[src/rtl/kbd_pkg.sv]
// Shared scancode constants and state/direction types for the PS/2 set-2 key decoder.
package kbd_pkg;

  localparam logic [7:0] SC_EXT   = 8'hE0;
  localparam logic [7:0] SC_BRK   = 8'hF0;
  localparam logic [7:0] SC_LEFT  = 8'h6B;
  localparam logic [7:0] SC_RIGHT = 8'h74;
  localparam logic [7:0] SC_SPACE = 8'h29;
  localparam logic [7:0] SC_ENTER = 8'h5A;
  localparam logic [7:0] SC_A     = 8'h1C;
  localparam logic [7:0] SC_D     = 8'h23;

  typedef enum logic [1:0] {IDLE, EXT, BRK, EXT_BRK} kbd_state_t;

  typedef enum logic {RIGHT, LEFT} dir_t;

endpackage

[src/rtl/kbd_key_decoder.sv]
// PS/2 set-2 scancode bytes -> registered held-key levels for player control.
// Define KBD_WASD_EN to make A/D aliases of the LEFT/RIGHT arrow keys.
module kbd_key_decoder
  import kbd_pkg::*;
#(
  parameter int TIMEOUT_CYCLES = 50000,
  parameter int TIMEOUT_W      = 16
) (
  input  logic       clk,
  input  logic       resetN,
  input  logic [7:0] din,
  input  logic       din_valid,
  output logic       right,
  output logic       left,
  output logic       fire,
  output logic       fire_pulse,
  output logic       start,
  output logic       prefix_err
);

  localparam logic [TIMEOUT_W-1:0] CNT_MAX = TIMEOUT_W'(TIMEOUT_CYCLES - 1);

  kbd_state_t           state_reg, state_next;
  logic [TIMEOUT_W-1:0] cnt_reg, cnt_next;
  dir_t                 last_dir_reg, last_dir_next;
  logic hold_l_reg, hold_l_next, hold_r_reg, hold_r_next;
  logic hold_sp_reg, hold_sp_next, hold_en_reg, hold_en_next;
  logic right_reg, right_next, left_reg, left_next;
  logic fire_pulse_reg, fire_pulse_next, prefix_err_reg, prefix_err_next;
  logic key_ev, key_make, key_ext;
  logic l_held_next, r_held_next;
`ifdef KBD_WASD_EN
  logic hold_a_reg, hold_a_next, hold_d_reg, hold_d_next;
`endif

  always_comb begin
    state_next      = state_reg;
    cnt_next        = cnt_reg;
    last_dir_next   = last_dir_reg;
    hold_l_next     = hold_l_reg;
    hold_r_next     = hold_r_reg;
    hold_sp_next    = hold_sp_reg;
    hold_en_next    = hold_en_reg;
    fire_pulse_next = 1'b0;
    prefix_err_next = 1'b0;
    key_ev          = 1'b0;
    key_make        = 1'b0;
    key_ext         = 1'b0;
`ifdef KBD_WASD_EN
    hold_a_next     = hold_a_reg;
    hold_d_next     = hold_d_reg;
`endif

    if (din_valid) begin
      cnt_next = '0;
      case (state_reg)
        IDLE: begin
          if (din == SC_EXT)      state_next = EXT;
          else if (din == SC_BRK) state_next = BRK;
          else begin
            key_ev   = 1'b1;
            key_make = 1'b1;
          end
        end
        EXT: begin
          state_next = IDLE;
          if (din == SC_BRK)      state_next = EXT_BRK;
          else if (din == SC_EXT) prefix_err_next = 1'b1;
          else begin
            key_ev   = 1'b1;
            key_make = 1'b1;
            key_ext  = 1'b1;
          end
        end
        BRK: begin
          state_next = IDLE;
          if (din == SC_BRK) prefix_err_next = 1'b1;
          else               key_ev = 1'b1;
        end
        EXT_BRK: begin
          state_next = IDLE;
          if (din == SC_BRK || din == SC_EXT) prefix_err_next = 1'b1;
          else begin
            key_ev  = 1'b1;
            key_ext = 1'b1;
          end
        end
      endcase
    end else if (state_reg == IDLE) begin
      cnt_next = '0;
    end else if (cnt_reg == CNT_MAX) begin
      state_next      = IDLE;
      cnt_next        = '0;
      prefix_err_next = 1'b1;
    end else begin
      cnt_next = cnt_reg + TIMEOUT_W'(1);
    end

    // A make of an already-held key is typematic repeat and changes nothing.
    if (key_ev) begin
      if (key_ext && din == SC_LEFT) begin
        if (!key_make) hold_l_next = 1'b0;
        else if (!hold_l_reg) begin
          hold_l_next   = 1'b1;
          last_dir_next = LEFT;
        end
      end else if (key_ext && din == SC_RIGHT) begin
        if (!key_make) hold_r_next = 1'b0;
        else if (!hold_r_reg) begin
          hold_r_next   = 1'b1;
          last_dir_next = RIGHT;
        end
      end else if (!key_ext && din == SC_SPACE) begin
        if (!key_make) hold_sp_next = 1'b0;
        else if (!hold_sp_reg) begin
          hold_sp_next    = 1'b1;
          fire_pulse_next = 1'b1;
        end
      end else if (!key_ext && din == SC_ENTER) begin
        hold_en_next = key_make;
`ifdef KBD_WASD_EN
      end else if (!key_ext && din == SC_A) begin
        if (!key_make) hold_a_next = 1'b0;
        else if (!hold_a_reg) begin
          hold_a_next   = 1'b1;
          last_dir_next = LEFT;
        end
      end else if (!key_ext && din == SC_D) begin
        if (!key_make) hold_d_next = 1'b0;
        else if (!hold_d_reg) begin
          hold_d_next   = 1'b1;
          last_dir_next = RIGHT;
        end
`endif
      end
    end

`ifdef KBD_WASD_EN
    l_held_next = hold_l_next | hold_a_next;
    r_held_next = hold_r_next | hold_d_next;
`else
    l_held_next = hold_l_next;
    r_held_next = hold_r_next;
`endif
    // Most recent fresh direction wins when both are held.
    right_next = r_held_next & (~l_held_next | (last_dir_next == RIGHT));
    left_next  = l_held_next & (~r_held_next | (last_dir_next == LEFT));
  end

  always_ff @(posedge clk or negedge resetN) begin
    if (!resetN) begin
      state_reg      <= IDLE;
      cnt_reg        <= '0;
      last_dir_reg   <= RIGHT;
      hold_l_reg     <= 1'b0;
      hold_r_reg     <= 1'b0;
      hold_sp_reg    <= 1'b0;
      hold_en_reg    <= 1'b0;
      right_reg      <= 1'b0;
      left_reg       <= 1'b0;
      fire_pulse_reg <= 1'b0;
      prefix_err_reg <= 1'b0;
`ifdef KBD_WASD_EN
      hold_a_reg     <= 1'b0;
      hold_d_reg     <= 1'b0;
`endif
    end else begin
      state_reg      <= state_next;
      cnt_reg        <= cnt_next;
      last_dir_reg   <= last_dir_next;
      hold_l_reg     <= hold_l_next;
      hold_r_reg     <= hold_r_next;
      hold_sp_reg    <= hold_sp_next;
      hold_en_reg    <= hold_en_next;
      right_reg      <= right_next;
      left_reg       <= left_next;
      fire_pulse_reg <= fire_pulse_next;
      prefix_err_reg <= prefix_err_next;
`ifdef KBD_WASD_EN
      hold_a_reg     <= hold_a_next;
      hold_d_reg     <= hold_d_next;
`endif
    end
  end

  assign right      = right_reg;
  assign left       = left_reg;
  assign fire       = hold_sp_reg;
  assign fire_pulse = fire_pulse_reg;
  assign start      = hold_en_reg;
  assign prefix_err = prefix_err_reg;

endmodule
[config.mk]
export PLATFORM = sky130hd
export DESIGN_NAME = kbd_key_decoder
export DESIGN_NICKNAME = d
export VERILOG_FILES = /design/src/rtl/kbd_pkg.sv /design/src/rtl/kbd_key_decoder.sv
export SDC_FILE = /design/constraint.sdc
export NUM_CORES = 1
export LEC_CHECK = 0
export BUFFER_PORTS_ARGS = -buffer_cell sky130_fd_sc_hd__buf_4
export CAP_MARGIN = 10
export CORE_ASPECT_RATIO = 1.25
export CORE_UTILIZATION = 60
export CTS_CLUSTER_DIAMETER = 60
export DETAILED_ROUTE_END_ITERATION = 8
export PLACE_DENSITY = 0.9
export SYNTH_ARGS = -nofsm -noshare
export SYNTH_HDL_FRONTEND = slang
export SYNTH_SLANG_ARGS = --single-unit
[constraint.sdc]
create_clock -name clk -period 5 [get_ports clk]
set_input_delay 0.75 -clock clk [delete_from_list [all_inputs] [get_ports clk]]
set_output_delay 0.75 -clock clk [all_outputs]
set_load 0.1 [all_outputs]
==> flow_metrics.tcl, run 1 <==
set metrics [dict create \
    p_switching_mw 0.0771 \
    cts_root_buf "clkbuf_4" \
    synth_top_cell_area_share 0.511 \
    cts_buffer_depth 2 \
    pwr-share-comb 0.088 \
    endpoint_kind "flip-flop" \
    place.port_buffers 16 \
    post_drt_via_cell_ratio 6.14 \
    wl_mm 2.36 \
    yosysTopAreaCell "dfrtp_1" \
    ys_ff_latch 27 \
    r2r_slack_ps 2870 \
    synth_nets 143 \
    period_needed_ps 2230 \
    p_sw_frac 0.229 \
    tightest_slew_ps 1080 \
    ios 17 \
    antennaDiodeCount 0 \
    slew_violations 0 \
    p_clk_frac 0.258 \
    finalSetupTns_ps 0 \
    critPathKind "in -> reg" \
    cts_num_sinks 27 \
    crit_fanout 5 \
    power_density_nw_per_um2 227 \
    worstHoldPathType "in -> async" \
    place_congestion 0.879 \
    ir_drop_mv 0.229 \
    cts_resized 0 \
    overflow 0 \
    syn_avg_cell_area_sq_um 10.1 \
    start_util 0.652 \
    dieArea_sq_um 2400 \
    worstSetupStartpointType "input port" \
    critPathArrivalTime_ps 2460 \
    die_x_um 44.0 \
    grt_max_degree 28 \
    antenna_found_initial 0 \
    layout_commonest_cell "dfrtp_1" \
    static-leakage-power_nw 0.665 \
    post_cts.repair.setup_buffers 0 \
    utilization 0.733 \
    synth-seq-area-share 0.511 \
    fin_crit_sh 0.446 \
    cts_made_buffers 3 \
    hpwl_mm 1.79 \
    ant_nets 0 \
    synthCells 131 \
    internal_power_mw 0.260 \
    required_ps 5230 \
    layout-drive-gt1-share 0.154 \
    syn_area_sq_um 1320 \
    vias 1037 \
    max_slew_margin 0.272 \
    die_h_um 54.5 \
    finish.net_count 162 \
    drt-pass1-iter-count 6 \
    fillers 147 \
    ys_warn_count 0 \
    clock.fmax_ghz 0.448 \
    tritoncts "built" \
    drv_cap 0 \
    grt_first_pass_wirelength_mm 3.78 \
    synthTopCellsByArea "dfrtp_1 (51%), nor2_1 (6.5%), xor2_1 (5.3%)" \
    detail_route.wl_per_cell_um 13.9 \
    drc 0 \
    clkTransAtPathRegs_ps 130 \
    mostFrequentLayoutCells "dfrtp_1 (27), nor2_1 (23), buf_4 (16)" \
    area_growth_pct 12.3 \
    hold_buffers 0 \
    rsz0062_at_grt "no" \
    htree_levels 1 \
    clk_latency_ps 310 \
    ys_types 38 \
    seqPwrFrac 0.653 \
    finalSetupViolations 0 \
    grt.total_usage 0.213 \
    core_area_sq_um 2030 \
    hold_viol_final 0 \
    first_iter_violations 27 \
    finalClockSkew_ps 6.35 \
    num_rows 18 \
    first_global_vias 909 \
    status "finished clean" \
    largest_reg_flops 16 \
]
kinds of logic after synthesis:
logic type,after synthesis,share of synthesized area
muxes,1,0.00757
xor gates and xnor gates,14,0.0927
and+or+nand+nor,65,0.269
AOI/OAI and AO/OA,16,0.0899
adders and majority gates,1,0.00946
buffers and inverters,7,0.0208
DFF,27,0.511
metrics by stage:
step                      cells  worst slack, ps  hold slack [ps]  instance area [sq um]  power (mW)
final                       169             2770              321                   1490       0.337
after global routing        169             2700              325                   1490       0.352
after CTS                   169             2810              324                   1490       0.341
after detailed placement    165             2490              478                   1460       0.254
after global placement      165             2620              468                   1460       0.254
after floorplan             131             2820              448                   1320       0.238
critical path: stages:
cell      delay (ps)
buf_4            120
or4b_4           560
o21ai_0          360
or3_1            190
mux2i_1          260
a21boi_0         210
power by group through the flow:
stage | clock network [mW] | logic, mW | registers (mW)
finish | 0.0871 | 0.0298 | 0.220
global placement | 0 | 0.0291 | 0.225
floorplan | 0 | 0.00603 | 0.232
CTS | 0.0909 | 0.0299 | 0.220
global route | 0.0985 | 0.0324 | 0.221
detailed placement | 0 | 0.0299 | 0.225
layer usage:
metal  global-route usage  share of wire  vias to the layer above
li1                     -              -                      502
met1                0.281           0.43                      505
met2                0.371           0.52                       28
met3               0.0297          0.040                        2
met4               0.0606         0.0059                        0
met5                    0              0                        -
layout make-up:
class	instances	area [sq um]	area share
Sequential cell	27	676	0.455
Multi-Input combinational cell	97	619	0.417
Timing Repair Buffer	16	120	0.0809
Clock buffer	4	26.3	0.0177
Tap cell	20	25.0	0.0168
Inverter	5	18.8	0.0126
synthesized netlist by cell type, drive strengths merged:
library cell,instances
a21boi,3
a21o,1
a22o,1
a31oi,2
a41o,1
and2,1
and3,4
and4,1
and4b,2
buf,1
clkbuf,1
dfrtp,27
ha,1
inv,5
mux2i,1
nand2,8
nand2b,4
nand3,5
nand3b,1
nand4,4
nand4bb,1
nor2,23
nor3,2
nor4,3
nor4b,1
nor4bb,2
o21ai,4
o22ai,2
o32ai,1
o41ai,1
or3,2
or4b,1
xnor2,6
xor2,8
path summary, 6_finish.rpt:
check,from,endpoint,depth (start not counted)
max,din[1],left$_DFF_PN0_,6
min,resetN,cnt_reg[12]$_DFF_PN0_,1
max reg2reg,cnt_reg[12]$_DFF_PN0_,cnt_reg[15]$_DFF_PN0_,5
min reg2reg,cnt_reg[0]$_DFF_PN0_,cnt_reg[0]$_DFF_PN0_,1
max in group asynchronous,resetN,cnt_reg[9]$_DFF_PN0_,1
min in group clk,cnt_reg[0]$_DFF_PN0_,cnt_reg[0]$_DFF_PN0_,1
(Power assumes the default switching activity.)
==> run 2: changes to the inputs <==
ABC_AREA = 1   (was default)
CORE_UTILIZATION = 58   (was 60)
PLACE_DENSITY = 0.87   (was 0.9)
clock period = 2.3 ns   (was 5 ns; I/O delays follow)
==> run 2 against run 1 <==
  * Register-to-register slack got worse by 2200 ps
  * Largest power group unchanged
  * Clock power rose by 130%
  * Final cell count rose by 60%
  * Synthesized cell count rose by 66%
  * Sequential share of layout area fell by 9.1 points
  * Sequential cell count did not move
  * Clock skew rose by 0.64 ps
  * Non-clock buffer count rose by 1
  * Combinational power rose to 11 times the previous value
  * Die area rose by 29%
==> flow_metrics.tcl, run 2 <==
set metrics [dict create \
    seq_area_sq_um 676 \
    hold_viol_final 0 \
    antenna_found_initial 0 \
    p_switching_mw 0.411 \
    clkTransAtPathRegs_ps 140 \
    layout_commonest_cell "nand2_1" \
    reg2reg_from "cnt_reg[0]$_DFF_PN0_" \
    static-leakage-power_nw 0.855 \
    syn_avg_cell_area_sq_um 7.67 \
    hpwl_mm 2.61 \
    die_x_um 50.0 \
    dp.cells 266 \
    hold_buffers 1 \
    tritoncts "built" \
    yosysMostFrequentCell "nand2_1" \
    required_ps 2540 \
    hp-start "din_valid" \
    synthCells 218 \
    clk_latency_ps 330 \
    clock.fmax_ghz 0.601 \
    fillers 245 \
    ys_ff_latch 27 \
    critPathKind "reg -> reg" \
    stdcell_count 271 \
    first_global_vias 1304 \
    ys_types 30 \
    cts_resized 0 \
    finalInstanceArea_sq_um 1860 \
    drv_cap 0 \
    synth_nets 230 \
    post_drt_via_cell_ratio 5.29 \
    synth_top_cell_area_share 0.404 \
    yosysTopAreaCell "dfrtp_1" \
    p_sw_frac 0.379 \
    finalClockSkew_ps 6.98 \
    rsz0062_at_grt "no" \
    ios 17 \
    grt.total_usage 0.243 \
    wl_mm 3.30 \
    cts_root_buf "clkbuf_4" \
    worstReg2RegEnd "cnt_reg[2]$_DFF_PN0_" \
    dieArea_sq_um 3100 \
    mostFrequentLayoutCells "nand2_1 (46), inv_1 (29), dfrtp_1 (27)" \
    async_flop_share 1.00 \
    dpl-instance-area_sq_um 1820 \
    finalSetupViolations 0 \
    syn_area_sq_um 1670 \
    layout-drive-gt1-share 0.228 \
    antennaDiodeCount 0 \
    grt_first_pass_wirelength_mm 5.58 \
    fin_crit_sh 0.723 \
    overflow 0 \
    place.port_buffers 16 \
    first_iter_violations 35 \
    cts_buffer_depth 2 \
    worstHoldPathType "in -> reg" \
    drc 0 \
    internal_power_mw 0.672 \
    synthTopCellsByArea "dfrtp_1 (40%), nand2_1 (10%), inv_1 (6.5%)" \
    num_rows 21 \
    r2r_cells 8 \
    period_needed_ps 1660 \
    vias 1434 \
    holdPathEnd "cnt_reg[13]$_DFF_PN0_" \
    core_area_sq_um 2710 \
    critPathArrivalTime_ps 1900 \
    cts_made_buffers 3 \
    synth-seq-area-share 0.404 \
    detail_route.wl_per_cell_um 12.2 \
    r2r_slack_ps 640 \
    max_slew_margin 0.765 \
    ir_drop_mv 0.490 \
    multi_input_area_sq_um 845 \
    worstSetupStartpointType "flip-flop" \
    synth_ff_type "dfrtp_1" \
    whs_ps 190 \
    ant_nets 0 \
    place_congestion 0.914 \
    power_density_nw_per_um2 584 \
    finish.net_count 250 \
    htree_levels 1 \
    ys_warn_count 0 \
    largest_reg_flops 16 \
    area_growth_pct 11.0 \
    start_util 0.618 \
    synth_commonest_cells "nand2_1 (46), inv_1 (29), dfrtp_1 (27)" \
    die_h_um 62.0 \
    seqPwrFrac 0.499 \
    synth-edff-count 0 \
    post_cts.repair.setup_buffers 0 \
    cts_num_sinks 27 \
    drt-pass1-iter-count 6 \
    pwr-share-comb 0.314 \
    finalSetupTns_ps 0 \
    endpoint_kind "flip-flop" \
    crit_fanout 12 \
    slew_violations 0 \
    status "finished clean" \
    hold_path_depth 2 \
    grt_max_degree 28 \
    p_clk_frac 0.187 \
    tightest_slew_ps 349 \
]
==> run 2: layer usage <==
layer  global-route usage  vias to the layer above  part of all wire
met5                    0                        -                 0
met4                0.110                        0             0.021
met3               0.0292                        7             0.029
met2                0.446                       30              0.53
met1                0.286                      656              0.42
li1                     -                      741                 -
==> run 2: worst max-delay path by stage <==
stage	to	startpoint	cells after the start	slack (ps)
global route	cnt_reg[9]$_DFF_PN0_	cnt_reg[0]$_DFF_PN0_	8	450
detailed placement	cnt_reg[2]$_DFF_PN0_	cnt_reg[0]$_DFF_PN0_	8	660
finish	cnt_reg[2]$_DFF_PN0_	cnt_reg[0]$_DFF_PN0_	8	640
CTS	cnt_reg[2]$_DFF_PN0_	cnt_reg[0]$_DFF_PN0_	8	620
floorplan	cnt_reg[5]$_DFF_PN0_	cnt_reg[0]$_DFF_PN0_	9	930
global placement	right$_DFF_PN0_	din[1]	11	750
==> run 2: cell families after synthesis <==
group           count (synthesis)  synth area share
fa+ha+maj                       1           0.00748
simple gates                  135             0.428
flops                          27             0.404
xor+xnor                        3            0.0157
compound gates                 14            0.0539
buf+inv                        38            0.0906
==> run 2: per-stage QoR <==
stage / utilization / setup WS, ps / power, mW
after floorplan: - / 926 / 0.811
after global placement: 0.672 / 753 / 0.879
after detailed placement: 0.672 / 662 / 0.890
after CTS: 0.686 / 621 / 1.09
after global routing: 0.686 / 450 / 1.15
final: 0.686 / 636 / 1.08
==> run 2: final cells by class <==
| class | instances | share of cell area |
|---|---|---|
| clock buffer | 3 | 0.0121 |
| tap | 34 | 0.0229 |
| multi-input combinational | 153 | 0.455 |
| inverter | 36 | 0.0728 |
| timing repair buffer | 17 | 0.0701 |
| clock inverter | 1 | 0.00270 |
| sequential | 27 | 0.364 |
==> run 2: power groups by stage <==
| stage | clock network, mW | logic [mW] | registers (mW) |
|---|---|---|---|
| 5_1_grt | 0.223 | 0.378 | 0.547 |
| 3_5_place_dp | 0 | 0.339 | 0.550 |
| 2_1_floorplan | 0 | 0.214 | 0.598 |
| 4_1_cts | 0.208 | 0.342 | 0.541 |
| 6_report | 0.202 | 0.340 | 0.541 |
| 3_3_place_gp | 0 | 0.331 | 0.548 |
==> run 2: worst max-delay path, cell delays in order, from the launching register on <==
cell	delay, ps
dfrtp_1	420
ha_1	220
nand2_1	70
inv_1	50
nand2_1	100
inv_1	110
nand3_1	140
nand3_2	240
nor3_1	230
